$ cat src/rtl/wb_slave_arbiter_if.sv
// wb_slave_arbiter_if: Wishbone bundle linking NR_MASTERS masters, the arbiter and one shared slave
// Ports: none. Signals keep the arbiter's point of view:
//   m_*_i / m_*_o  master-side request and response lanes (master k at slice k)
//   s_*_o / s_*_i  slave-side request and response
// Modports: slave = the arbiter itself, master = the masters plus the slave model driving the other side
interface wb_slave_arbiter_if #(
   parameter int NR_MASTERS = 2
);
   logic [32*NR_MASTERS-1:0] m_adr_i;
   logic [32*NR_MASTERS-1:0] m_dat_i;
   logic [4*NR_MASTERS-1:0]  m_sel_i;
   logic [NR_MASTERS-1:0]    m_cyc_i;
   logic [NR_MASTERS-1:0]    m_stb_i;
   logic [NR_MASTERS-1:0]    m_we_i;
   logic [31:0]              m_dat_o;
   logic [NR_MASTERS-1:0]    m_ack_o;
   logic [NR_MASTERS-1:0]    m_err_o;
   logic [31:0]              s_adr_o;
   logic [31:0]              s_dat_o;
   logic [3:0]               s_sel_o;
   logic                     s_cyc_o;
   logic                     s_stb_o;
   logic                     s_we_o;
   logic [31:0]              s_dat_i;
   logic                     s_ack_i;
   logic                     s_err_i;
   modport slave (
      input  m_adr_i, m_dat_i, m_sel_i, m_cyc_i, m_stb_i, m_we_i, s_dat_i, s_ack_i, s_err_i,
      output m_dat_o, m_ack_o, m_err_o, s_adr_o, s_dat_o, s_sel_o, s_cyc_o, s_stb_o, s_we_o
   );
   modport master (
      output m_adr_i, m_dat_i, m_sel_i, m_cyc_i, m_stb_i, m_we_i, s_dat_i, s_ack_i, s_err_i,
      input  m_dat_o, m_ack_o, m_err_o, s_adr_o, s_dat_o, s_sel_o, s_cyc_o, s_stb_o, s_we_o
   );
endinterface

$ cat src/rtl/wb_slave_arbiter.sv
// wb_slave_arbiter: round-robin Wishbone arbiter sharing one slave port, with a per-transfer watchdog
// Ports:
//   clk        tile clock, rising edge
//   rst        asynchronous active-low reset
//   bus        wb_slave_arbiter_if.slave: master lanes in, shared slave port out, responses back
//   grant_o    one-hot current grant, 0 when idle
//   timeout_o  one-cycle pulse when the watchdog aborts a hung transfer
module wb_slave_arbiter #(
   parameter int NR_MASTERS = 2,
   parameter int TIMEOUT    = 255
) (
   input  logic                  clk,
   input  logic                  rst,
   wb_slave_arbiter_if.slave     bus,
   output logic [NR_MASTERS-1:0] grant_o,
   output logic                  timeout_o
);
   localparam int PW = $clog2(NR_MASTERS);
   localparam int CW = $clog2(TIMEOUT + 1);
   localparam logic [1:0] IDLE  = 2'd0;
   localparam logic [1:0] BUSY  = 2'd1;
   localparam logic [1:0] ABORT = 2'd2;

   logic [1:0]            state;
   logic [PW-1:0]         gidx;
   logic [PW-1:0]         ptr;
   logic [PW-1:0]         nxt;
   logic [CW-1:0]         cnt;
   logic                  busy;
   logic                  cyc_g;
   logic                  stall;
   logic [NR_MASTERS-1:0] onehot;

   // Lowest requester overall covers the wrap; any requester above ptr overrides it.
   always_comb begin
      nxt = ptr;
      for (int k = NR_MASTERS - 1; k >= 0; k--)
         if (bus.m_cyc_i[k]) nxt = PW'(k);
      for (int k = NR_MASTERS - 1; k >= 0; k--)
         if (bus.m_cyc_i[k] && PW'(k) > ptr) nxt = PW'(k);
   end

   assign busy      = state == BUSY;
   assign cyc_g     = bus.m_cyc_i[gidx];
   assign onehot    = {{(NR_MASTERS-1){1'b0}}, 1'b1} << gidx;
   assign grant_o   = state == IDLE ? '0 : onehot;
   assign timeout_o = state == ABORT;

   assign bus.s_adr_o = bus.m_adr_i[{gidx, 5'd0} +: 32];
   assign bus.s_dat_o = bus.m_dat_i[{gidx, 5'd0} +: 32];
   assign bus.s_sel_o = bus.m_sel_i[{gidx, 2'd0} +: 4];
   assign bus.s_we_o  = busy & bus.m_we_i[gidx];
   assign bus.s_cyc_o = busy & cyc_g;
   assign bus.s_stb_o = busy & bus.m_stb_i[gidx];
   assign bus.m_dat_o = bus.s_dat_i;

   // Responses are gated by cyc so an ack racing the master's release is dropped.
   assign bus.m_ack_o = (busy & cyc_g & bus.s_ack_i) ? onehot : '0;
   assign bus.m_err_o = ((busy & cyc_g & bus.s_err_i) | timeout_o) ? onehot : '0;

   assign stall = bus.s_stb_o & ~bus.s_ack_i & ~bus.s_err_i;

   always_ff @(posedge clk or negedge rst) begin
      if (!rst) begin
         state <= IDLE;
         gidx  <= '0;
         ptr   <= PW'(NR_MASTERS - 1);
         cnt   <= '0;
      end else if (state == IDLE) begin
         cnt <= '0;
         if (|bus.m_cyc_i) begin
            state <= BUSY;
            gidx  <= nxt;
         end
      end else if (busy && cyc_g) begin
         cnt <= stall ? cnt + CW'(1) : '0;
         if (stall && cnt == CW'(TIMEOUT - 1)) begin
            state <= ABORT;
            cnt   <= '0;
         end
      end else begin
         // Released cycle, finished abort, or stray encoding: hand the turn on.
         state <= IDLE;
         ptr   <= gidx;
         cnt   <= '0;
      end
   end
endmodule

$ cat src/flat_wrapper.sv
// flat-port wrapper written by rule: the top's interface ports become plain ports
module wb_slave_arbiter_flat 
#(
   parameter int NR_MASTERS = 2,
   parameter int TIMEOUT    = 255
)
  (clk, rst, grant_o, timeout_o, bus_m_adr_i, bus_m_dat_i, bus_m_sel_i, bus_m_cyc_i, bus_m_stb_i, bus_m_we_i, bus_s_dat_i, bus_s_ack_i, bus_s_err_i, bus_m_dat_o, bus_m_ack_o, bus_m_err_o, bus_s_adr_o, bus_s_dat_o, bus_s_sel_o, bus_s_cyc_o, bus_s_stb_o, bus_s_we_o);
  wb_slave_arbiter_if #(.NR_MASTERS(NR_MASTERS)) bus_i ();
  input  logic clk;
  input  logic rst;
  output logic [NR_MASTERS-1:0] grant_o;
  output logic timeout_o;
  input wire logic [$bits(bus_i.m_adr_i)-1:0] bus_m_adr_i;
  input wire logic [$bits(bus_i.m_dat_i)-1:0] bus_m_dat_i;
  input wire logic [$bits(bus_i.m_sel_i)-1:0] bus_m_sel_i;
  input wire logic [$bits(bus_i.m_cyc_i)-1:0] bus_m_cyc_i;
  input wire logic [$bits(bus_i.m_stb_i)-1:0] bus_m_stb_i;
  input wire logic [$bits(bus_i.m_we_i)-1:0] bus_m_we_i;
  input wire logic [$bits(bus_i.s_dat_i)-1:0] bus_s_dat_i;
  input wire logic [$bits(bus_i.s_ack_i)-1:0] bus_s_ack_i;
  input wire logic [$bits(bus_i.s_err_i)-1:0] bus_s_err_i;
  output wire logic [$bits(bus_i.m_dat_o)-1:0] bus_m_dat_o;
  output wire logic [$bits(bus_i.m_ack_o)-1:0] bus_m_ack_o;
  output wire logic [$bits(bus_i.m_err_o)-1:0] bus_m_err_o;
  output wire logic [$bits(bus_i.s_adr_o)-1:0] bus_s_adr_o;
  output wire logic [$bits(bus_i.s_dat_o)-1:0] bus_s_dat_o;
  output wire logic [$bits(bus_i.s_sel_o)-1:0] bus_s_sel_o;
  output wire logic [$bits(bus_i.s_cyc_o)-1:0] bus_s_cyc_o;
  output wire logic [$bits(bus_i.s_stb_o)-1:0] bus_s_stb_o;
  output wire logic [$bits(bus_i.s_we_o)-1:0] bus_s_we_o;
  assign bus_i.m_adr_i = bus_m_adr_i;
  assign bus_i.m_dat_i = bus_m_dat_i;
  assign bus_i.m_sel_i = bus_m_sel_i;
  assign bus_i.m_cyc_i = bus_m_cyc_i;
  assign bus_i.m_stb_i = bus_m_stb_i;
  assign bus_i.m_we_i = bus_m_we_i;
  assign bus_i.s_dat_i = bus_s_dat_i;
  assign bus_i.s_ack_i = bus_s_ack_i;
  assign bus_i.s_err_i = bus_s_err_i;
  assign bus_m_dat_o = bus_i.m_dat_o;
  assign bus_m_ack_o = bus_i.m_ack_o;
  assign bus_m_err_o = bus_i.m_err_o;
  assign bus_s_adr_o = bus_i.s_adr_o;
  assign bus_s_dat_o = bus_i.s_dat_o;
  assign bus_s_sel_o = bus_i.s_sel_o;
  assign bus_s_cyc_o = bus_i.s_cyc_o;
  assign bus_s_stb_o = bus_i.s_stb_o;
  assign bus_s_we_o = bus_i.s_we_o;
  wb_slave_arbiter #(.NR_MASTERS(NR_MASTERS), .TIMEOUT(TIMEOUT)) u_core (.clk(clk), .rst(rst), .bus(bus_i), .grant_o(grant_o), .timeout_o(timeout_o));
endmodule
$ cat config.mk
export PLATFORM = sky130hd
export DESIGN_NAME = wb_slave_arbiter_flat
export DESIGN_NICKNAME = d
export VERILOG_FILES = /design/src/rtl/wb_slave_arbiter_if.sv /design/src/rtl/wb_slave_arbiter.sv /design/src/flat_wrapper.sv
export SDC_FILE = /design/constraint.sdc
export NUM_CORES = 1
export LEC_CHECK = 0
export ABC_AREA = 1
export BUFFER_PORTS_ARGS = -buffer_cell sky130_fd_sc_hd__buf_2
export CORE_AREA = 3 3 112 114
export CTS_BUF_LIST = sky130_fd_sc_hd__clkbuf_4
export DETAILED_ROUTE_END_ITERATION = 12
export DIE_AREA = 0 0 115 117
export PLACE_DENSITY = 0.52
export SLEW_MARGIN = 10
export SYNTH_ARGS = -nofsm -noshare
export SYNTH_HDL_FRONTEND = slang
export SYNTH_SLANG_ARGS = --single-unit
$ cat constraint.sdc
create_clock -name clk -period 2.6 [get_ports clk]
set_input_delay 0.52 -clock clk [delete_from_list [all_inputs] [get_ports clk]]
set_output_delay 0.52 -clock clk [all_outputs]
set_load 0.01 [all_outputs]
== After elaboration in Yosys (flattened, before gate mapping) ==
Cells that the tools add are included.
Word-level totals
  register bits: 12
  latch bits: 0
  memory bits (writable): 0
  ROM bits: 0
  logic and storage cells: 59
  memories: 0
Cells by class
  $add $sub $neg: 1
  multiply operators: 0
  div/mod/pow operators: 0
  order comparisons: 3
  eq/ne operators: 5
  shift-type cells: 4
  mux-type cells: 21
  bitwise operators: 12
  reduce and logical (&&, ||, !) cells: 9
Operator list (count)
  $shiftx A64 B7 Y32: 2
  $mux W8: 4
  $mux W2: 7
  $mux W1: 10
  $add A8 B1 Y8 const B: 1
  $eq A8 B8 Y1 const B: 1
  $shiftx A8 B4 Y4: 1
  $and A1 B1 Y1: 7
  $reduce_and A2 Y1: 3
  $logic_and A1 B1 Y1: 4
  $not A1 Y1: 4
  $ne A3 B2 Y1 const B: 1
  $eq A2 B1 Y1 const B: 1
  $eq A2 B2 Y1 const B: 1
  $gt A1 B1 Y1 const A: 2
  $logic_not A2 Y1: 1
  $lt A1 B2 Y1 const B: 1
  $ne A2 B2 Y1 const B: 1
  $reduce_or A2 Y1: 1
  $shl A1 B1 Y2 const A: 1
  $or A1 B1 Y1: 1

== Longest topological paths before layout ==
Gate-level depths: netlist of the first run.
  depth in word-level cells: 9
  mapped depth: 8

== Worst setup path after synthesis of the first run ==
Ideal clock, no wire load.
  path kind: input-to-output
  from: input bus_m_cyc_i[1]
  to: output bus_m_err_o[0]
  data arrival time: 1104 ps
  path slack: 976 ps
  cell stages on the path: 6
  cells stage by stage: nand2_1 nand2_1 nand2_2 inv_4 nand2_1 a21oi_1
On the way
  cells in the longest elaborated chain, start to end: 6
RTL lines
  from (decl): RTL line flat_wrapper.sv:16  | input wire logic [$bits(bus_i.m_cyc_i)-1:0] bus_m_cyc_i;
  $mux W1 (implied by the code) (2 in series): RTL line wb_slave_arbiter.sv:44  | assign cyc_g = bus.m_cyc_i[gidx];
  $and A1 B1 Y1
  net bus_s_cyc_o: RTL line flat_wrapper.sv:28  | output wire logic [$bits(bus_i.s_cyc_o)-1:0] bus_s_cyc_o;
  $and A1 B1 Y1: RTL line wb_slave_arbiter.sv:59  | assign bus.m_err_o = ((busy & cyc_g & bus.s_err_i) | timeout_o) ? onehot : '0;
  $or A1 B1 Y1: RTL line wb_slave_arbiter.sv:59
  $mux W2: RTL line wb_slave_arbiter.sv:59
  to (decl): RTL line flat_wrapper.sv:24  | output wire logic [$bits(bus_i.m_err_o)-1:0] bus_m_err_o;
The timed path passes the listed nets, and every way through them passes these cells. The select of a mux whose other input is x is not followed.

== Final worst setup path of the first run ==
  from: register u_core.gidx
  to: output bus_s_we_o
On the way
  cells in the longest elaborated chain, start to end: 3
RTL lines
  from (decl): RTL line wb_slave_arbiter.sv:25  | logic [PW-1:0] gidx;
  from (signal assigned): RTL line wb_slave_arbiter.sv:73  | gidx <= nxt;
  $mux W1 (implied by the code) (2 in series): RTL line wb_slave_arbiter.sv:52  | assign bus.s_we_o = busy & bus.m_we_i[gidx];
  $and A1 B1 Y1: RTL line wb_slave_arbiter.sv:52
  to (decl): RTL line flat_wrapper.sv:30  | output wire logic [$bits(bus_i.s_we_o)-1:0] bus_s_we_o;
No other way between the ends. The select of a mux whose other input is x is not followed.

==> results of run 1 <==
## stage by stage
step                setup slack [ns]  power (mW)
finish                        0.2455       2.232
global route                 0.04954       2.505
CTS                           0.2292       2.293
detailed placement            0.5462       2.164
global placement              0.5325       2.184
floorplan                     0.9763       1.403
## cell type report
cell class | instances | area share
clock inverters | 1 | 0.001327
inverters | 13 | 0.01814
well taps | 143 | 0.06327
repair buffers | 226 | 0.4071
clock buffers | 3 | 0.007965
flip-flops and latches | 12 | 0.1071
multi-input cells | 272 | 0.3951
## per-layer routing
layer	vias to the layer above	share of wire	global-route usage
met5	-	0	0
met2	135	0.47	0.1744
met3	22	0.088	0.01954
met1	1062	0.42	0.1425
met4	0	0.017	0.02817
li1	1362	-	-
## cell usage in the layout, fill, tap and decap left out, drive strengths merged
master	count
nand4	3
nor2	20
nand2	228
xor2	3
nor3	2
a21oi	4
xnor2	2
dfstp	1
nand3	5
o22ai	1
clkinv	1
clkbuf	3
o21ai	2
dfrtp	11
inv	13
buf	226
ha	2
## cells in the mapped netlist
library cell | count | area, sq um
sky130_fd_sc_hd__nand2_2 | 2 | 12.51
sky130_fd_sc_hd__nor2_4 | 1 | 11.26
sky130_fd_sc_hd__nor2_2 | 1 | 6.260
sky130_fd_sc_hd__o22ai_1 | 1 | 6.260
sky130_fd_sc_hd__nor3_1 | 2 | 10.01
sky130_fd_sc_hd__dfrtp_1 | 11 | 275.3
sky130_fd_sc_hd__nand4_1 | 3 | 18.77
sky130_fd_sc_hd__nand3_1 | 4 | 20.02
sky130_fd_sc_hd__xnor2_1 | 2 | 17.52
sky130_fd_sc_hd__inv_1 | 10 | 37.54
sky130_fd_sc_hd__dfstp_2 | 1 | 26.28
sky130_fd_sc_hd__o21ai_0 | 2 | 10.01
sky130_fd_sc_hd__inv_4 | 1 | 6.260
sky130_fd_sc_hd__xor2_1 | 3 | 26.28
sky130_fd_sc_hd__nand3_4 | 1 | 17.52
sky130_fd_sc_hd__a21oi_1 | 4 | 20.02
sky130_fd_sc_hd__nor2_1 | 18 | 67.56
sky130_fd_sc_hd__nand2_1 | 226 | 848.3
sky130_fd_sc_hd__buf_2 | 16 | 80.08
sky130_fd_sc_hd__buf_4 | 32 | 240.2
sky130_fd_sc_hd__inv_2 | 2 | 7.510
sky130_fd_sc_hd__ha_1 | 2 | 25.02
## flip-flops by register name (all words and copies together) (netlist names)
signal	cells
u_core.cnt	8
u_core.state	2
u_core.gidx	1
u_core.ptr	1
## worst max path at each step
stage / to / slack (ns) / cells after the start
CTS: bus_s_we_o / 0.23 / 5
finish: bus_s_we_o / 0.25 / 5
floorplan: bus_m_err_o[0] / 0.98 / 6
global placement: bus_s_we_o / 0.53 / 5
global route: bus_s_we_o / 0.05 / 5
detailed placement: bus_s_we_o / 0.55 / 5
## where the power goes
part,total (mW),internal [mW],leakage [nW],switching [mW]
combinational,1.88,0.682,1.69,1.20
sequential,0.234,0.217,0.159,0.0163
clock,0.118,0.0554,0.0154,0.0626
## cell families (layout without fill, tap and decap cells)
| kind of cell | count (synthesis) | count (layout) | synth area share |
|---|---|---|---|
| AND/OR/NAND/NOR | 258 | 258 | 0.5653 |
| buffers and inverters | 61 | 243 | 0.2076 |
| flip-flops | 12 | 12 | 0.1684 |
| AO/OA/AOI/OAI | 7 | 7 | 0.02027 |
| XOR/XNOR | 5 | 5 | 0.02446 |
| adder cells (fa/ha/maj) | 2 | 2 | 0.01397 |
## worst max-delay path, cell delays in order (launching register included)
cell and delay [ns]:
sky130_fd_sc_hd__dfrtp_2 0.37, sky130_fd_sc_hd__buf_4 0.28, sky130_fd_sc_hd__buf_4 0.47, sky130_fd_sc_hd__nand2_1 0.11
sky130_fd_sc_hd__a21oi_1 0.15, sky130_fd_sc_hd__buf_2 0.14
==> results_tabular.tex, run 1 <==
\begin{tabular}{lr}
\hline
Metric & Value \\
\hline
\multicolumn{2}{l}{\textbf{Finish}} \\
Count of inserted antenna diode cells & 0 \\
Share of final-layout standard cells stronger than drive strength 1 & 0.4535 \\
Non-filler instance count after layout & 670 \\
P\&R area growth vs syn & 57.93\% \\
Share of the core filled with cells & 0.2455 \\
Nets & 708 \\
Total area of multi-input combinational cells & 0.001117 sq mm \\
Post-layout instance area & 0.002828 sq mm \\
Total area of sequential cells & 302.8 sq um \\
Fill cell count & 1378 \\
\multicolumn{2}{l}{\textbf{Detailed routing}} \\
First-pass iteration count of the detailed router & 4 \\
DRC Markers & 0 \\
Final routed wirelength across all metal layers & 8349 microns \\
Wire per inst & 12.46 microns \\
Final antenna-violating net count & 0 \\
Vias after detailed routing & 2581 \\
Number of violations reported at the end of detailed-routing iteration 0 & 89 \\
DR vias/cell & 3.852 \\
\multicolumn{2}{l}{\textbf{Clock network}} \\
Post-CTS resize count & 0 \\
CTS tree & yes \\
CTS clk-pin slew, worst paths & 0.08 ns \\
Number of H-tree levels & 1 \\
Post-cts hold buffer count & 0 \\
Setup Buffers After CTS & 0 \\
Buffer cell driving the clock tree root & sky130\_fd\_sc\_hd\_\_clkbuf\_4 \\
Clock net sink count & 12 \\
Clk buf depth & 2 \\
Num CTS Buffers & 3 \\
Latest clock arrival within the worst-skew pair & 0.27 ns \\
\multicolumn{2}{l}{\textbf{Die}} \\
Core Box Area & 0.01152 sq mm \\
Die Width & 115 microns \\
Die Footprint & 0.01346 sq mm \\
Num ports & 288 \\
Die H & 117 microns \\
Starting density of the core & 0.1555 \\
Cell row count & 39 \\
\multicolumn{2}{l}{\textbf{Timing}} \\
Post-layout min period & 2.354 ns \\
Headroom to the max-slew limit & 0.6689 \\
Period utilisation layout & 0.9056 \\
Highest achievable clock rate & 424.7 MHz \\
Tightest hold margin & 0.1161 ns \\
Setup repair after global routing missed its margin & false \\
Endpoints failing setup & 0 \\
Slew at the pin closest to its max-slew limit & 0.4967 ns \\
Setup skew after layout & 0.01003 ns \\
Setup TNS after final layout & 0 ns \\
Number of slew-limit violations in the final report & 0 \\
Hold Violations, Final & 0 \\
\multicolumn{2}{l}{\textbf{Logic synthesis}} \\
Synthesized netlist cell count & 345 \\
Distinct cells, synth & 22 \\
Flip-flop and latch count after synthesis & 12 \\
Synthesis Warnings & 0 \\
Mean area per synthesized cell & 5.190 sq um \\
Sequential fraction of the synthesis area & 0.1684 \\
Cell area after technology mapping & 0.001790 sq mm \\
Net count after synthesis & 525 \\
\multicolumn{2}{l}{\textbf{Worst setup path}} \\
Largest fanout of any net on the critical path & 49 \\
Register-to-register setup slack & 1.12 ns \\
Critical path endpoint category & output pin \\
Length in cells of the worst reg-to-reg path & 4 \\
Critical path data required time & 2.08 ns \\
Launch point of the worst reg-to-reg path & u\_core.gidx \\
Type of origin of the critical path & flip-flop \\
Worst Path Class, Setup & flip-flop to output pin \\
Endpoint of the worst-slack reg-to-reg timing path & u\_core.gidx \\
Arrival time reported for the critical path endpoint & 1.83 ns \\
Critical path startpoint & u\_core.gidx \\
\multicolumn{2}{l}{\textbf{Pwr}} \\
Leakage & 1.859 nW \\
Maximum vdd drop & 0.3680 mV \\
Power per Cell Area & 789.5 mW/mm\^{}2 \\
\multicolumn{2}{l}{\textbf{Worst hold path}} \\
Worst hold-check path type & primary input to async pin \\
\multicolumn{2}{l}{\textbf{Placement}} \\
Placer's final routability congestion estimate & 0.7134 \\
Detailed placement HPWL & 6978 microns \\
Placed Instance Area & 0.002801 sq mm \\
Number of instances in the placed design & 666 \\
Port-buffer cells & 223 \\
\multicolumn{2}{l}{\textbf{Global route}} \\
Via count of the first global-routing pass & 2201 \\
Wire length of the first global-routing pass & 11300 microns \\
Total Routing Usage GR & 0.1058 \\
Residual overflow from global routing & 0 \\
Pin count of the biggest net entering global routing & 55 \\
Antenna violations before repair & 0 \\
\multicolumn{2}{l}{\textbf{Status}} \\
Status & finished clean \\
\multicolumn{2}{l}{\textbf{Job}} \\
Max-cap viol count & 0 \\
\hline
\end{tabular}
No activity file was read; power rests on OpenSTA's default activity.
==> inputs of run 2 (changes only) <==
--- a/config.mk
+++ b/config.mk
@@ -5,13 +5,13 @@
 export SDC_FILE = /design/constraint.sdc
 export NUM_CORES = 1
 export LEC_CHECK = 0
-export ABC_AREA = 1
 export BUFFER_PORTS_ARGS = -buffer_cell sky130_fd_sc_hd__buf_2
 export CORE_AREA = 3 3 112 114
 export CTS_BUF_LIST = sky130_fd_sc_hd__clkbuf_4
 export DETAILED_ROUTE_END_ITERATION = 12
 export DIE_AREA = 0 0 115 117
 export PLACE_DENSITY = 0.52
+export SKIP_CTS_REPAIR_TIMING = 1
 export SLEW_MARGIN = 10
 export SYNTH_ARGS = -nofsm -noshare
 export SYNTH_HDL_FRONTEND = slang
==> constraint.sdc (replaced) <==
create_clock -name clk -period 2.8 [get_ports clk]
set_input_delay 0.56 -clock clk [delete_from_list [all_inputs] [get_ports clk]]
set_output_delay 0.56 -clock clk [all_outputs]
set_load 0.01 [all_outputs]
==> run 2 against run 1 <==
Clock skew is 0.0023 ns lower. Synthesized area down 0.63%. Critical endpoint is now bus_m_err_o[1]. Register-to-register slack worse by 0.37 ns.
==> results_tabular.tex, run 2 <==
\begin{tabular}{lr}
\hline
Metric & Value \\
\hline
\multicolumn{2}{l}{\textbf{Logic synthesis}} \\
Synth top area share & 0.3228 (-0.1510) \\
Synthesized netlist cell count & 181 (-48\%) \\
Most numerous cell in the Yosys netlist & sky130\_fd\_sc\_hd\_\_mux2\_2 \\
Synthesized-area fraction occupied by xor and xnor cells & 0.01477 (-0.009690) \\
Flip-flop and latch count after synthesis & 12 (unchanged) \\
Net count after synthesis & 361 (-31\%) \\
Cell type contributing the most total cell area after synthesis & sky130\_fd\_sc\_hd\_\_mux2\_2 \\
Main combinational cell family by area after synthesis & multiplexers \\
Sequential fraction of the synthesis area & 0.1695 (+0.001066) \\
Most instantiated cells after synthesis & 51 x sky130\_fd\_sc\_hd\_\_mux2\_2, 32 x sky130\_fd\_sc\_hd\_\_buf\_4, 18 x sky130\_fd\_sc\_hd\_\_mux2\_1 \\
Cell area after technology mapping & 0.001779 sq mm (-0.63\%) \\
Cells taking the most area after synthesis & sky130\_fd\_sc\_hd\_\_mux2\_2 32\%, sky130\_fd\_sc\_hd\_\_dfrtp\_1 15\%, sky130\_fd\_sc\_hd\_\_buf\_4 14\% \\
Predominant post-synthesis flop cell & sky130\_fd\_sc\_hd\_\_dfrtp\_1 \\
Share of synthesized flip-flops with an asynchronous set or reset & 1.000 (unchanged) \\
Share of cell area taken by muxes after synthesis & 0.4480 (+0.4480) \\
Distinct cells, synth & 36 (+64\%) \\
Mean area per synthesized cell & 9.830 sq um (+89\%) \\
Post-synthesis share of cell area spent on full adders, half adders and majority gates & 0.01406 (+0.00008846) \\
Synthesis Warnings & 0 (unchanged) \\
Number of enable flip-flop cells after synthesis & 0 (unchanged) \\
Synthesized-area fraction occupied by ao, oa, aoi and oai cells & 0.05837 (+0.03810) \\
Post-synthesis simple-gate area fraction & 0.1280 (-0.4374) \\
\multicolumn{2}{l}{\textbf{Placement}} \\
Number of instances in the placed design & 506 (-24\%) \\
Placer's final routability congestion estimate & 0.7173 (+0.55\%) \\
Detailed placement HPWL & 6734 microns (-3.5\%) \\
Port-buffer cells & 223 (unchanged) \\
\multicolumn{2}{l}{\textbf{Clock network}} \\
Number of H-tree levels & 1 (unchanged) \\
Clk buf depth & 2 (unchanged) \\
Latest clock arrival within the worst-skew pair & 0.27 ns (about the same) \\
CTS tree & yes \\
Num CTS Buffers & 3 (unchanged) \\
Clock net sink count & 12 (unchanged) \\
Buffer cell driving the clock tree root & sky130\_fd\_sc\_hd\_\_clkbuf\_4 \\
CTS clk-pin slew, worst paths & 0.08 ns (about the same) \\
\multicolumn{2}{l}{\textbf{Global route}} \\
Via count of the first global-routing pass & 1871 (-15\%) \\
Total Routing Usage GR & 0.09152 (-0.01430) \\
Antenna violations before repair & 0 (unchanged) \\
Pin count of the biggest net entering global routing & 61 (+11\%) \\
Wire length of the first global-routing pass & 9618 microns (-15\%) \\
Residual overflow from global routing & 0 (unchanged) \\
\multicolumn{2}{l}{\textbf{Job}} \\
Max-cap viol count & 0 (unchanged) \\
\multicolumn{2}{l}{\textbf{Worst setup path}} \\
Slowest-stage cell, CP & sky130\_fd\_sc\_hd\_\_dfrtp\_4 \\
WP buf/inv & 1 (-2) \\
Type of origin of the critical path & flip-flop \\
Critical path data required time & 2.24 ns (+0.16 ns) \\
Arrival time reported for the critical path endpoint & 1.93 ns (+0.10 ns) \\
Family of cells with the greatest summed delay on the critical path & flip-flops \\
Cells along the critical path & mux2\_1 > a31oi\_1 > nor2b\_1 > buf\_2 \\
Slowest cell delay on critical path & 0.61 ns (+0.14 ns) \\
Register-to-register setup slack & 0.75 ns (-0.37 ns) \\
Critical path endpoint category & output pin \\
Worst Path Class, Setup & flip-flop to output pin \\
Largest fanout of any net on the critical path & 21 (-57\%) \\
\multicolumn{2}{l}{\textbf{Die}} \\
Die H & 117 microns (unchanged) \\
Num ports & 288 (unchanged) \\
Starting density of the core & 0.1545 (-0.0009779) \\
Cell row count & 39 (unchanged) \\
Core Box Area & 0.01152 sq mm (unchanged) \\
Die Footprint & 0.01346 sq mm (unchanged) \\
Die Width & 115 microns (unchanged) \\
\multicolumn{2}{l}{\textbf{Timing}} \\
Setup TNS after final layout & 0 ns (unchanged) \\
Setup repair after global routing missed its margin & false \\
Slew at the pin closest to its max-slew limit & 0.8098 ns (+0.3131 ns) \\
Headroom to the max-slew limit & 0.4581 (-0.2108) \\
Setup skew after layout & 0.007698 ns (-0.002327 ns) \\
Hold Violations, Final & 0 (unchanged) \\
Number of slew-limit violations in the final report & 0 (unchanged) \\
Endpoints failing setup & 0 (unchanged) \\
Post-layout min period & 2.494 ns \\
Highest achievable clock rate & 400.9 MHz \\
Period utilisation layout & 0.8909 \\
\multicolumn{2}{l}{\textbf{Finish}} \\
Top Registers & u\_core.cnt: 8 flops, u\_core.state: 2 flops \\
Fill cell count & 1261 (-8.5\%) \\
Register with the most flip-flops & u\_core.cnt \\
Largest register FFs & 8 (unchanged) \\
P\&R area growth vs syn & 59.49\% \\
Share of final-layout standard cells stronger than drive strength 1 & 0.7902 (+0.3367) \\
Leading cell types in the layout, fill and taps excluded & 223 x sky130\_fd\_sc\_hd\_\_buf\_2, 51 x sky130\_fd\_sc\_hd\_\_mux2\_2, 18 x sky130\_fd\_sc\_hd\_\_mux2\_1 \\
Nets & 548 (-23\%) \\
Total area of multi-input combinational cells & 0.001180 sq mm (+5.6\%) \\
Most frequent standard cell in the layout excluding fill and tap cells & sky130\_fd\_sc\_hd\_\_buf\_2 \\
Count of inserted antenna diode cells & 0 (unchanged) \\
Non-filler instance count after layout & 510 (-24\%) \\
Total area of sequential cells & 305.3 sq um (+0.83\%) \\
\multicolumn{2}{l}{\textbf{Status}} \\
Status & finished clean \\
\multicolumn{2}{l}{\textbf{Detailed routing}} \\
Final routed wirelength across all metal layers & 7545 microns (-9.6\%) \\
DRC Markers & 0 (unchanged) \\
DR vias/cell & 4.045 (+5.0\%) \\
Number of violations reported at the end of detailed-routing iteration 0 & 49 (-45\%) \\
First-pass iteration count of the detailed router & 4 (unchanged) \\
Vias after detailed routing & 2063 (-20\%) \\
Final antenna-violating net count & 0 (unchanged) \\
Wire per inst & 14.79 microns (+19\%) \\
\multicolumn{2}{l}{\textbf{Pwr}} \\
Maximum vdd drop & 0.2268 mV (-38\%) \\
Power per Cell Area & 633.7 mW/mm\^{}2 (-20\%) \\
Leakage & 1.475 nW (-21\%) \\
\multicolumn{2}{l}{\textbf{Worst hold path}} \\
Worst hold-check path type & primary input to async pin \\
\hline
\end{tabular}
-- run 2: cell count changes in the layout (fill, tap and decap cells not counted), sizes merged, moves of 3 or more --
cell    change
inv        -10
nor2b       +4
mux2       +69
nor3        +3
nor2       -14
or3         +3
a211oi      +3
a21oi       -3
o21ai       +3
nand2     -225
-- run 2: layout make-up --
class	instances	area share
Tap cell	143	0.06305
Timing Repair Buffer	224	0.4004
Clock inverter	1	0.001323
Inverter	3	0.003968
Multi-Input combinational cell	124	0.4158
Sequential cell	12	0.1076
Clock buffer	3	0.007937
-- run 2: routing by layer --
metal,vias up,global-route usage,part of all wire
met1,900,0.1080,0.37
met3,8,0.01491,0.094
met5,-,0,0
li1,991,-,-
met2,164,0.1694,0.52
met4,0,0.02817,0.016
-- run 2: where the power goes --
group          leakage [nW]  switching, mW  internal (mW)
registers             0.158         0.0753          0.206
logic                  1.30          0.675          0.733
clock network        0.0154         0.0573         0.0516
total                  1.47          0.808          0.991
-- run 2: worst reg2reg max path, delay by kind of cell, from the launching register on --
kind,cells,cell delay (ns)
AO/OA/AOI/OAI,1,0.19
AND/OR/NAND/NOR,1,0.62
buffers and inverters,1,0.33
multiplexers,1,0.23
flip-flops,1,0.61
-- run 2: final timing paths --
check	startpoint	to	cells after the start
setup reg to reg	u_core.gidx	u_core.cnt[6]	4
setup / recovery	u_core.gidx	bus_m_err_o[1]	4
hold / removal	rst	u_core.cnt[4]	1
hold reg to reg	u_core.cnt[0]	u_core.cnt[0]	1
min in group clk	bus_m_cyc_i[0]	u_core.gidx	2
max in group asynchronous	rst	u_core.ptr	1
-- run 2: kinds of logic after synthesis --
family                   Yosys count
AND/OR/NAND/NOR                   34
adder cells (fa/ha/maj)            2
multiplexers                      71
XOR/XNOR                           3
buffers and inverters             45
flip-flops                        12
AO/OA/AOI/OAI                     14
-- run 2: per-stage QoR --
step	area, sq um	util	worst slack (ns)	power (mW)	hold WS [ns]
floorplan	1779	-	0.6986	1.185	0.2644
CTS	2838	0.2464	0.2653	1.836	0.1561
finish	2838	0.2464	0.3055	1.798	0.1529
detailed placement	2811	0.2441	0.5476	1.719	0.4629
global route	2838	0.2464	0.2168	1.931	0.1706
global placement	2811	0.2441	0.5559	1.709	0.4599
